$ cat src/rtl/vx_sched_csr_ctrl_pkg.sv
// Shared definitions for the scheduler-side CSR control block.
// Holds default sizing values used when the block is instantiated without
// overrides, and the reset identity of the warp that is alive out of reset.
package vx_sched_csr_ctrl_pkg;

  localparam int THREAD_CNT_DEF    = 4;
  localparam int WARP_CNT_DEF      = 4;
  localparam int PEND_W_DEF        = 4;
  localparam int ALM_THRESH_DEF    = 1;
  localparam int PERF_CTR_BITS_DEF = 44;

  // Warp that is active (with a full thread mask) after reset.
  localparam int RESET_WID = 0;

  // Per-warp in-flight count at the default width.
  typedef logic [PEND_W_DEF-1:0] pend_cnt_t;

endpackage

$ cat src/rtl/vx_sched_csr_ctrl_pend_ctr.sv
// Per-warp in-flight instruction counter.
// Ports:
//   clk, reset : clock, asynchronous active-high reset
//   inc        : one instruction issued to this warp this cycle
//   dec        : one instruction retired from this warp this cycle
//   count      : registered in-flight count
//   full       : count is at its maximum (2^PEND_W-1)
// inc and dec together leave the count unchanged. Increment saturates at
// the maximum; a decrement at zero holds zero and trips a sim-only check.
module vx_sched_csr_ctrl_pend_ctr #(
  parameter int PEND_W        = 4,
  parameter bit UNDERFLOW_CHK = 1'b1
) (
  input  logic              clk,
  input  logic              reset,
  input  logic              inc,
  input  logic              dec,
  output logic [PEND_W-1:0] count,
  output logic              full
);

  localparam logic [PEND_W-1:0] CNT_MAX = '1;

  assign full = (count == CNT_MAX);

  always_ff @(posedge clk or posedge reset) begin
    if (reset) begin
      count <= '0;
    end else if (inc && !dec && !full) begin
      count <= count + PEND_W'(1);
    end else if (dec && !inc && (count != '0)) begin
      count <= count - PEND_W'(1);
    end
  end

  // A retire with nothing in flight means the issue/commit bookkeeping
  // upstream has gone wrong; the counter itself just holds zero.
  if (UNDERFLOW_CHK) begin : g_underflow_chk
    always_ff @(posedge clk) begin
      if (!reset) begin
        assert (!(dec && !inc && (count == '0)))
          else $error("pend_ctr: commit with zero instructions in flight");
      end
    end
  end

endmodule

$ cat src/rtl/vx_sched_csr_ctrl.sv
// Scheduler-side master of the scheduler/CSR interface.
// Owns the free-running cycle counter, per-warp active bits and thread
// masks, per-warp in-flight counters (for the CSR almost-empty query) and
// per-warp CSR issue locks released by the CSR unit.
// Ports:
//   clk, reset                    : clock, asynchronous active-high reset
//   issue_valid/wid/is_csr        : instruction issued (CSR ops lock the warp)
//   commit_valid/wid              : instruction retired
//   tmc_valid/wid/tmask           : thread-mask write for one warp
//   spawn_valid/wmask             : activate a set of warps with full masks
//   cycles                        : cycle counter
//   active_warps, thread_masks    : registered warp state
//   alm_empty, alm_empty_wid      : almost-empty answer for the queried warp
//   unlock_warp/wid               : CSR lock release from the CSR unit
//   warp_locked, pend_full        : per-warp issue blockers
// Interface timing: every *_valid / unlock_warp input is a single-cycle
// event strobe sampled on each rising clk edge. There is no backpressure;
// the scheduler must consult warp_locked and pend_full before raising
// issue_valid for a warp. Any warp id >= WARP_CNT is ignored.
module vx_sched_csr_ctrl
  import vx_sched_csr_ctrl_pkg::*;
#(
  parameter int THREAD_CNT     = THREAD_CNT_DEF,
  parameter int WARP_CNT       = WARP_CNT_DEF,
  parameter int WARP_CNT_WIDTH = (WARP_CNT > 1) ? $clog2(WARP_CNT) : 1,
  parameter int PEND_W         = PEND_W_DEF,
  parameter int ALM_THRESH     = ALM_THRESH_DEF,
  parameter int PERF_CTR_BITS  = PERF_CTR_BITS_DEF,
  parameter bit UNDERFLOW_CHK  = 1'b1
) (
  input  logic                           clk,
  input  logic                           reset,
  input  logic                           issue_valid,
  input  logic [WARP_CNT_WIDTH-1:0]      issue_wid,
  input  logic                           issue_is_csr,
  input  logic                           commit_valid,
  input  logic [WARP_CNT_WIDTH-1:0]      commit_wid,
  input  logic                           tmc_valid,
  input  logic [WARP_CNT_WIDTH-1:0]      tmc_wid,
  input  logic [THREAD_CNT-1:0]          tmc_tmask,
  input  logic                           spawn_valid,
  input  logic [WARP_CNT-1:0]            spawn_wmask,
  output logic [PERF_CTR_BITS-1:0]       cycles,
  output logic [WARP_CNT-1:0]            active_warps,
  output logic [WARP_CNT*THREAD_CNT-1:0] thread_masks,
  output logic                           alm_empty,
  input  logic [WARP_CNT_WIDTH-1:0]      alm_empty_wid,
  input  logic                           unlock_warp,
  input  logic [WARP_CNT_WIDTH-1:0]      unlock_wid,
  output logic [WARP_CNT-1:0]            warp_locked,
  output logic [WARP_CNT-1:0]            pend_full
);

  localparam logic [WARP_CNT-1:0] RESET_ACTIVE =
    WARP_CNT'(1) << RESET_WID;
  localparam logic [WARP_CNT*THREAD_CNT-1:0] RESET_TMASKS =
    (WARP_CNT*THREAD_CNT)'({THREAD_CNT{1'b1}}) << (RESET_WID*THREAD_CNT);

  // One-hot decode of each warp-id input. Comparing against every legal
  // index means an out-of-range id simply matches nothing.
  logic [WARP_CNT-1:0] issue_hit;
  logic [WARP_CNT-1:0] csr_hit;
  logic [WARP_CNT-1:0] commit_hit;
  logic [WARP_CNT-1:0] tmc_hit;
  logic [WARP_CNT-1:0] unlock_hit;

  always_comb begin
    issue_hit  = '0;
    csr_hit    = '0;
    commit_hit = '0;
    tmc_hit    = '0;
    unlock_hit = '0;
    for (int w = 0; w < WARP_CNT; w++) begin
      issue_hit[w]  = issue_valid  && (issue_wid  == WARP_CNT_WIDTH'(w));
      csr_hit[w]    = issue_hit[w] && issue_is_csr;
      commit_hit[w] = commit_valid && (commit_wid == WARP_CNT_WIDTH'(w));
      tmc_hit[w]    = tmc_valid    && (tmc_wid    == WARP_CNT_WIDTH'(w));
      unlock_hit[w] = unlock_warp  && (unlock_wid == WARP_CNT_WIDTH'(w));
    end
  end

  // Free-running cycle counter, wraps naturally at its width.
  always_ff @(posedge clk or posedge reset) begin
    if (reset) begin
      cycles <= '0;
    end else begin
      cycles <= cycles + PERF_CTR_BITS'(1);
    end
  end

  // Active bits and thread masks. The TMC assignment comes after the spawn
  // assignment so that TMC wins when both target the same warp.
  always_ff @(posedge clk or posedge reset) begin
    if (reset) begin
      active_warps <= RESET_ACTIVE;
      thread_masks <= RESET_TMASKS;
    end else begin
      for (int w = 0; w < WARP_CNT; w++) begin
        if (spawn_valid && spawn_wmask[w]) begin
          active_warps[w]                           <= 1'b1;
          thread_masks[w*THREAD_CNT +: THREAD_CNT] <= '1;
        end
        if (tmc_hit[w]) begin
          active_warps[w]                           <= |tmc_tmask;
          thread_masks[w*THREAD_CNT +: THREAD_CNT] <= tmc_tmask;
        end
      end
    end
  end

  // CSR issue locks. A new CSR issue beats a release arriving in the same
  // cycle, since the release belongs to the previous CSR op.
  always_ff @(posedge clk or posedge reset) begin
    if (reset) begin
      warp_locked <= '0;
    end else begin
      for (int w = 0; w < WARP_CNT; w++) begin
        if (csr_hit[w]) begin
          warp_locked[w] <= 1'b1;
        end else if (unlock_hit[w]) begin
          warp_locked[w] <= 1'b0;
        end
      end
    end
  end

  logic [PEND_W-1:0] pend_cnt [WARP_CNT];

  for (genvar w = 0; w < WARP_CNT; w++) begin : g_pend
    vx_sched_csr_ctrl_pend_ctr #(
      .PEND_W        (PEND_W),
      .UNDERFLOW_CHK (UNDERFLOW_CHK)
    ) u_pend_ctr (
      .clk   (clk),
      .reset (reset),
      .inc   (issue_hit[w]),
      .dec   (commit_hit[w]),
      .count (pend_cnt[w]),
      .full  (pend_full[w])
    );
  end

  // The querying CSR op is itself in flight, hence the threshold rather
  // than a compare against zero. A nonexistent warp has nothing in flight.
  always_comb begin
    alm_empty = 1'b1;
    for (int w = 0; w < WARP_CNT; w++) begin
      if (alm_empty_wid == WARP_CNT_WIDTH'(w)) begin
        alm_empty = (pend_cnt[w] <= PEND_W'(ALM_THRESH));
      end
    end
  end

endmodule

$ cat config.mk
export PLATFORM = sky130hd
export DESIGN_NAME = vx_sched_csr_ctrl
export DESIGN_NICKNAME = d
export VERILOG_FILES = /design/src/rtl/vx_sched_csr_ctrl_pkg.sv /design/src/rtl/vx_sched_csr_ctrl_pend_ctr.sv /design/src/rtl/vx_sched_csr_ctrl.sv
export SDC_FILE = /design/constraint.sdc
export NUM_CORES = 1
export LEC_CHECK = 0
export CORE_MARGIN = 10
export CORE_UTILIZATION = 45
export CTS_CLUSTER_SIZE = 28
export DETAILED_ROUTE_END_ITERATION = 8
export PLACE_DENSITY = 0.73
export SLEW_MARGIN = 5
export SYNTH_ARGS = -nofsm -noshare
export SYNTH_HDL_FRONTEND = slang
export SYNTH_HIERARCHICAL = 1
export SYNTH_SLANG_ARGS = --single-unit
$ cat constraint.sdc
create_clock -name clk -period 2.6 [get_ports clk]
set_input_delay 0.52 -clock clk [delete_from_list [all_inputs] [get_ports clk]]
set_output_delay 0.52 -clock clk [all_outputs]
set_load 0.05 [all_outputs]
### Word level (Yosys, flattened, before mapping)

Cells that the tools add are included.

| word-level totals | value |
|---|---|
| flip-flop bits (word level) | 84 |
| memories | 0 |
| latch bits | 0 |
| ROM bits | 0 |
| RAM bits | 0 |
| output and inout bits | 73 |
| logic and storage cells | 159 |
| input bits | 26 |

| operators by class | value |
|---|---|
| multiply operators | 0 |
| div/mod/pow operators | 0 |
| muxes and demuxes | 36 |
| add/subtract/negate cells | 9 |
| shift operators | 0 |
| equal/unequal tests | 19 |
| bitwise logic cells | 0 |
| reduce and logical (&&, ||, !) cells | 74 |
| magnitude comparators | 4 |

Operators by type and width:

| operator | count |
|---|---|
| two-way mux 4 bit | 16 |
| adder 44 x 1 -> 44 bit, second input constant | 1 |
| logical AND 1 bit | 40 |
| nonzero test 2 bit | 12 |
| equality test 2 bit, second input constant | 10 |
| two-way mux 1 bit | 20 |
| adder 4 x 1 -> 4 bit, second input constant | 4 |
| equality test 4 bit, second input constant | 4 |
| less-or-equal comparator 4 x 1 -> 1 bit, second input constant | 4 |
| nonzero test 4 bit | 4 |
| subtractor 4 x 1 -> 4 bit, second input constant | 4 |
| zero test 1 bit | 12 |
| equality test 2 x 1 -> 1 bit, second input constant | 5 |
| zero test 2 bit | 5 |
| OR reduction 4 bit | 1 |

### Longest topological paths before layout

| logic depth | value |
|---|---|
| depth after elaboration | 7 |
| depth in mapped cells | 8 |
| depth with buffers taken out | 8 |

### By module

The synthesis kept the hierarchy.

By module, submodules not included:

| module | times used | sequential area each (um^2) | cells an instance | area each (um^2) |
|---|---|---|---|---|
| vx_sched_csr_ctrl | 1 | 1,707.9 | 305 | 3,191.8 |
| vx_sched_csr_ctrl_pend_ctr | 4 | 100.1 | 21 | 264.0 |

### Least setup slack after synthesis

OpenSTA, ideal clock, no wires.

| timing | value |
|---|---|
| path type | input -> register |
| from | in issue_wid[1] |
| to | reg g_pend[0].u_pend_ctr.count[3] |
| required time | 2.521 ns |
| arrival time | 2.129 ns |
| buffers on the path | 0 |
| slack | 0.392 ns |
| stages | 8 |
| setup time | 0.079 ns |
| cell sequence | nand2b_1 > nor2_1 > or3b_4 > ha_1 > a21o_1 > a21oi_1 > mux2i_1 > xor2_1 |

| between the ends | value |
|---|---|
| word-level cells in the longest chain between the ends | 6 |
| elaborated cells between the ends (all ways) | 9 |
| classes of those cells | mux (1); reduce/logical (8) |

Ends and longest elaborated chain:

| element | line | text |
|---|---|---|
| from (decl) | vx_sched_csr_ctrl.sv:34 | `input logic [WARP_CNT_WIDTH-1:0] issue_wid,` |
| zero test 2 bit * | vx_sched_csr_ctrl.sv:74 | `issue_hit[w] = issue_valid && (issue_wid == WARP_CNT_WIDTH'(w));` |
| logical AND 1 bit * | vx_sched_csr_ctrl.sv:74 |  |
| via issue_hit[0] | vx_sched_csr_ctrl.sv:61 | `logic [WARP_CNT-1:0] issue_hit;` |
| zero test 1 bit | vx_sched_csr_ctrl_pend_ctr.sv:31 | `end else if (dec && !inc && (count != '0)) begin` |
| logical AND 1 bit (2 in series) | vx_sched_csr_ctrl_pend_ctr.sv:31 |  |
| nonzero test 2 bit (no line) | -- |  |
| to (signal assigned) | vx_sched_csr_ctrl_pend_ctr.sv:30 | `count <= count + PEND_W'(1);` |
| to (signal assigned) | vx_sched_csr_ctrl_pend_ctr.sv:32 | `count <= count - PEND_W'(1);` |
| to (decl) | vx_sched_csr_ctrl_pend_ctr.sv:18 | `output logic [PEND_W-1:0] count,` |

The timed path passes the listed nets; every way through them passes the cells marked *.
A chain may end at the register's enable or synchronous reset.

### Worst setup path after layout

| timing | value |
|---|---|
| from | reg g_pend[0].u_pend_ctr.count[0] |
| to | out pend_full[0] |

| between the ends | value |
|---|---|
| word-level cells in the longest chain between the ends | 1 |

Ends and longest elaborated chain:

| element | line | text |
|---|---|---|
| equality test 4 bit | vx_sched_csr_ctrl_pend_ctr.sv:24 | `assign full = (count == CNT_MAX);` |
| to (decl) | vx_sched_csr_ctrl.sv:51 | `output logic [WARP_CNT-1:0] pend_full` |

No other way between the ends.

==> summary.txt <==
Status
  • Status: finished clean

Worst hold path
  • Min-Delay Path Depth: 1
  • Worst hold path type: reg -> reg

Clock network
  • Clk sinks: 84
  • Deepest clock path buffer count: 2
  • CTS clock-pin slew for the worst setup and hold paths: 0.08 ns
  • CTS H-Tree Depth: 3
  • Hold buffers post-CTS: 0
  • Root Driver: clkbuf_8
  • Resized cells post-CTS: 0
  • Worst skew pair latency: approximately 0.35 ns
  • Setup Buffers After CTS: 0
  • CTS Buf Count: 9
  • CTS tree: built

Placement
  • Gpl congestion: 0.867
  • Post-DP HPWL: 7870 um
  • PortBufs: 98
  • Place WS: -0.173 ns
  • Placed Cells: just over 600

Power
  • Power Density: approximately 670 nW/um^2
  • VDD IR max: approximately 0.43 mV
  • Leakage: 2.43 nW

Timing
  • Slew Viols, Final: 0
  • Period minus WS final: 2.43 ns
  • Max Clk Rate: roughly 400 MHz
  • Final Skew: 0.0140 ns
  • Worst-margin pin slew: 0.706 ns
  • Hold_ws: around 0.47 ns
  • Final Worst Setup Slack: 0.170 ns
  • RSZ-0062 raised after global routing: no
  • Setup TNS: 0 ns
  • Worst relative slew slack: 0.528
  • Final Hold Viols: 0
  • Final setup viols: 0
  • Period utilization: 0.935

Synth
  • Synth async-reset ratio: 1.00
  • Instance count of the mapped netlist: around 390
  • Largest area contributor in the netlist: dfrtp_1
  • Largest family of logic cells by synthesized area: simple AND/OR/NAND/NOR gates
  • Flops & latches, synth: 84
  • Complex-gate fraction of the synthesized area: 0.0807
  • Syn Std Cell Area: 4250 um^2
  • Top_reg_cell synth: dfrtp_1
  • Sequential-to-total area share from yosys stat: 0.496
  • Largest cells by area after synthesis: dfrtp_1, xor2_1, xnor2_1, a21oi_1, dfstp_2
  • Yosys warning count: 6
  • Mux contribution to synthesized area: 0.0306
  • Cell variety after synth: 46
  • Synth Area in Adders: 0.0454
  • Syn_nets: ~430
  • Post-synthesis xor/xnor area fraction: 0.111
  • Synth top area share: 0.465
  • Simple-gate area share of the yosys netlist: 0.216
  • Average size of a mapped cell: 10.9 um^2
  • Post-synth EDFFs: 0

Floorplan
  • Die Area: 13700 um^2
  • Die extent in x: roughly 120 um
  • IO Pins: 99
  • Core area: 9200 um^2
  • Initial core utilization: 0.462
  • Site row count: 35
  • Die H: 117 um

Detailed routing
  • Max Used Layer: met4
  • Via density: 5.38
  • DRT Pass-1 Iters: 4
  • Initial DRC count: 186
  • Number of routed nets with antenna violations: 0
  • Vias: 3343
  • Met3 routed WL: 664 um
  • Metal-1 WL: roughly 4500 um
  • Total Wirelength: about 10000 um
  • Post-DR wirelength/cell: 16.5 um
  • Remaining DRCs: 0
  • Met2 WL: 5010 um

Global routing
  • Global-route wire length before repair: 16800 um
  • Vias in the first global route: 3416
  • Initial antenna violation count: 0
  • GRT Total Usage: 0.152
  • Grt total ovfl: 0
  • Largest net degree at the start of global routing: 36

Finish
  • Share of cells above drive strength 1: 0.149
  • Most frequent cells in the layout: clkdlybuf4s50_1, dfrtp_1, a21oi_1
  • Nets: 544
  • Layout Cells excl Fill: 621
  • Area grow syn2layout: 33.6%
  • Most common cell after layout, fill and taps aside: clkdlybuf4s50_1
  • Diodes inserted: 0

Critical path
  • Critical path class: reg -> out
  • Largest fanout on the critical path: 5
  • Reg2reg path depth: 7
  • Data required, critical path: 2.08 ns
  • Startpoint types: flip-flop
  • Worst Setup End Kind: primary output
  • CP Data Arrival Time: 1.91 ns

Job
  • Max cap viols: 0
-- logic make-up after synthesis --
kind of cell / count (synthesis)
and+or+nand+nor: 144
AOI/OAI and AO/OA: 63
DFF: 84
adders and majority gates: 13
muxes: 12
buffers and inverters: 19
xor gates and xnor gates: 54
-- sequential cells by signal, summed over array words and instances (netlist names) --
register and flops:
warp_locked 4, active_warps 4, g_pend.u_pend_ctr/count 16, cycles 44
thread_masks 16
-- per-stage QoR --
step | utilization | power [mW] | instance area, um^2
after global routing | 0.617 | 3.99 | 5670
after CTS | 0.617 | 3.81 | 5670
after global placement | 0.593 | 2.73 | 5460
after detailed placement | 0.593 | 2.79 | 5460
after floorplan | - | 2.42 | 4250
final | 0.617 | 3.77 | 5670
-- per-layer routing --
metal / vias to the layer above / global-route usage
met5: - / 0
met4: 0 / 0.0486
met3: 9 / 0.0443
met2: 79 / 0.251
met1: 1635 / 0.188
li1: 1620 / -
-- report_power, final --
group	switching [mW]	internal (mW)	leakage [nW]	total, mW
combinational	0.557	0.490	1.29	1.05
clock	0.491	0.509	0.108	1.00
sequential	0.241	1.49	1.04	1.73
total	1.29	2.48	2.43	3.77
-- synth_stat cells, drive strengths merged (5+ instances only) --
cell type   n
dfrtp      79
a21oi      36
nand2      33
xor2       31
nor2       23
xnor2      23
nand4      19
o21ai      18
inv        12
nand3      11
nor4       11
ha          9
nor3        9
and3        8
and4        8
mux2        8
dfstp       5
-- worst paths after layout --
check,start,to,slack [ns]
worst max-delay path,g_pend[0].u_pend_ctr/count[0]$_DFFE_PP0P_,pend_full[0],0.17
min in group asynchronous,reset,g_pend[2].u_pend_ctr/count[1]$_DFFE_PP0P_,0.54
worst min register to register,cycles[43]$_DFF_PP0_,cycles[43]$_DFF_PP0_,0.47
worst max register to register,g_pend[0].u_pend_ctr/count[0]$_DFFE_PP0P_,g_pend[0].u_pend_ctr/count[3]$_DFFE_PP0P_,0.36
worst min-delay path,cycles[43]$_DFF_PP0_,cycles[43]$_DFF_PP0_,0.47
max in group asynchronous,reset,cycles[15]$_DFF_PP0_,1.28
-- critical path: stages (launching register included) --
cell	delay [ns]
dfrtp_1	0.49
and4_4	0.27
clkdlybuf4s50_1	0.80
-- layout make-up --
| cell class | instances | area [um^2] |
|---|---|---|
| Clock inverter | 5 | 66.3 |
| Multi-Input combinational cell | 286 | 2060 |
| Timing Repair Buffer | 112 | 1110 |
| Sequential cell | 84 | 2110 |
| Fill cell | 778 | 3520 |
| Inverter | 12 | 45.0 |
| Clock buffer | 11 | 151 |
| Tap cell | 111 | 139 |
(Power assumes the default switching activity.)
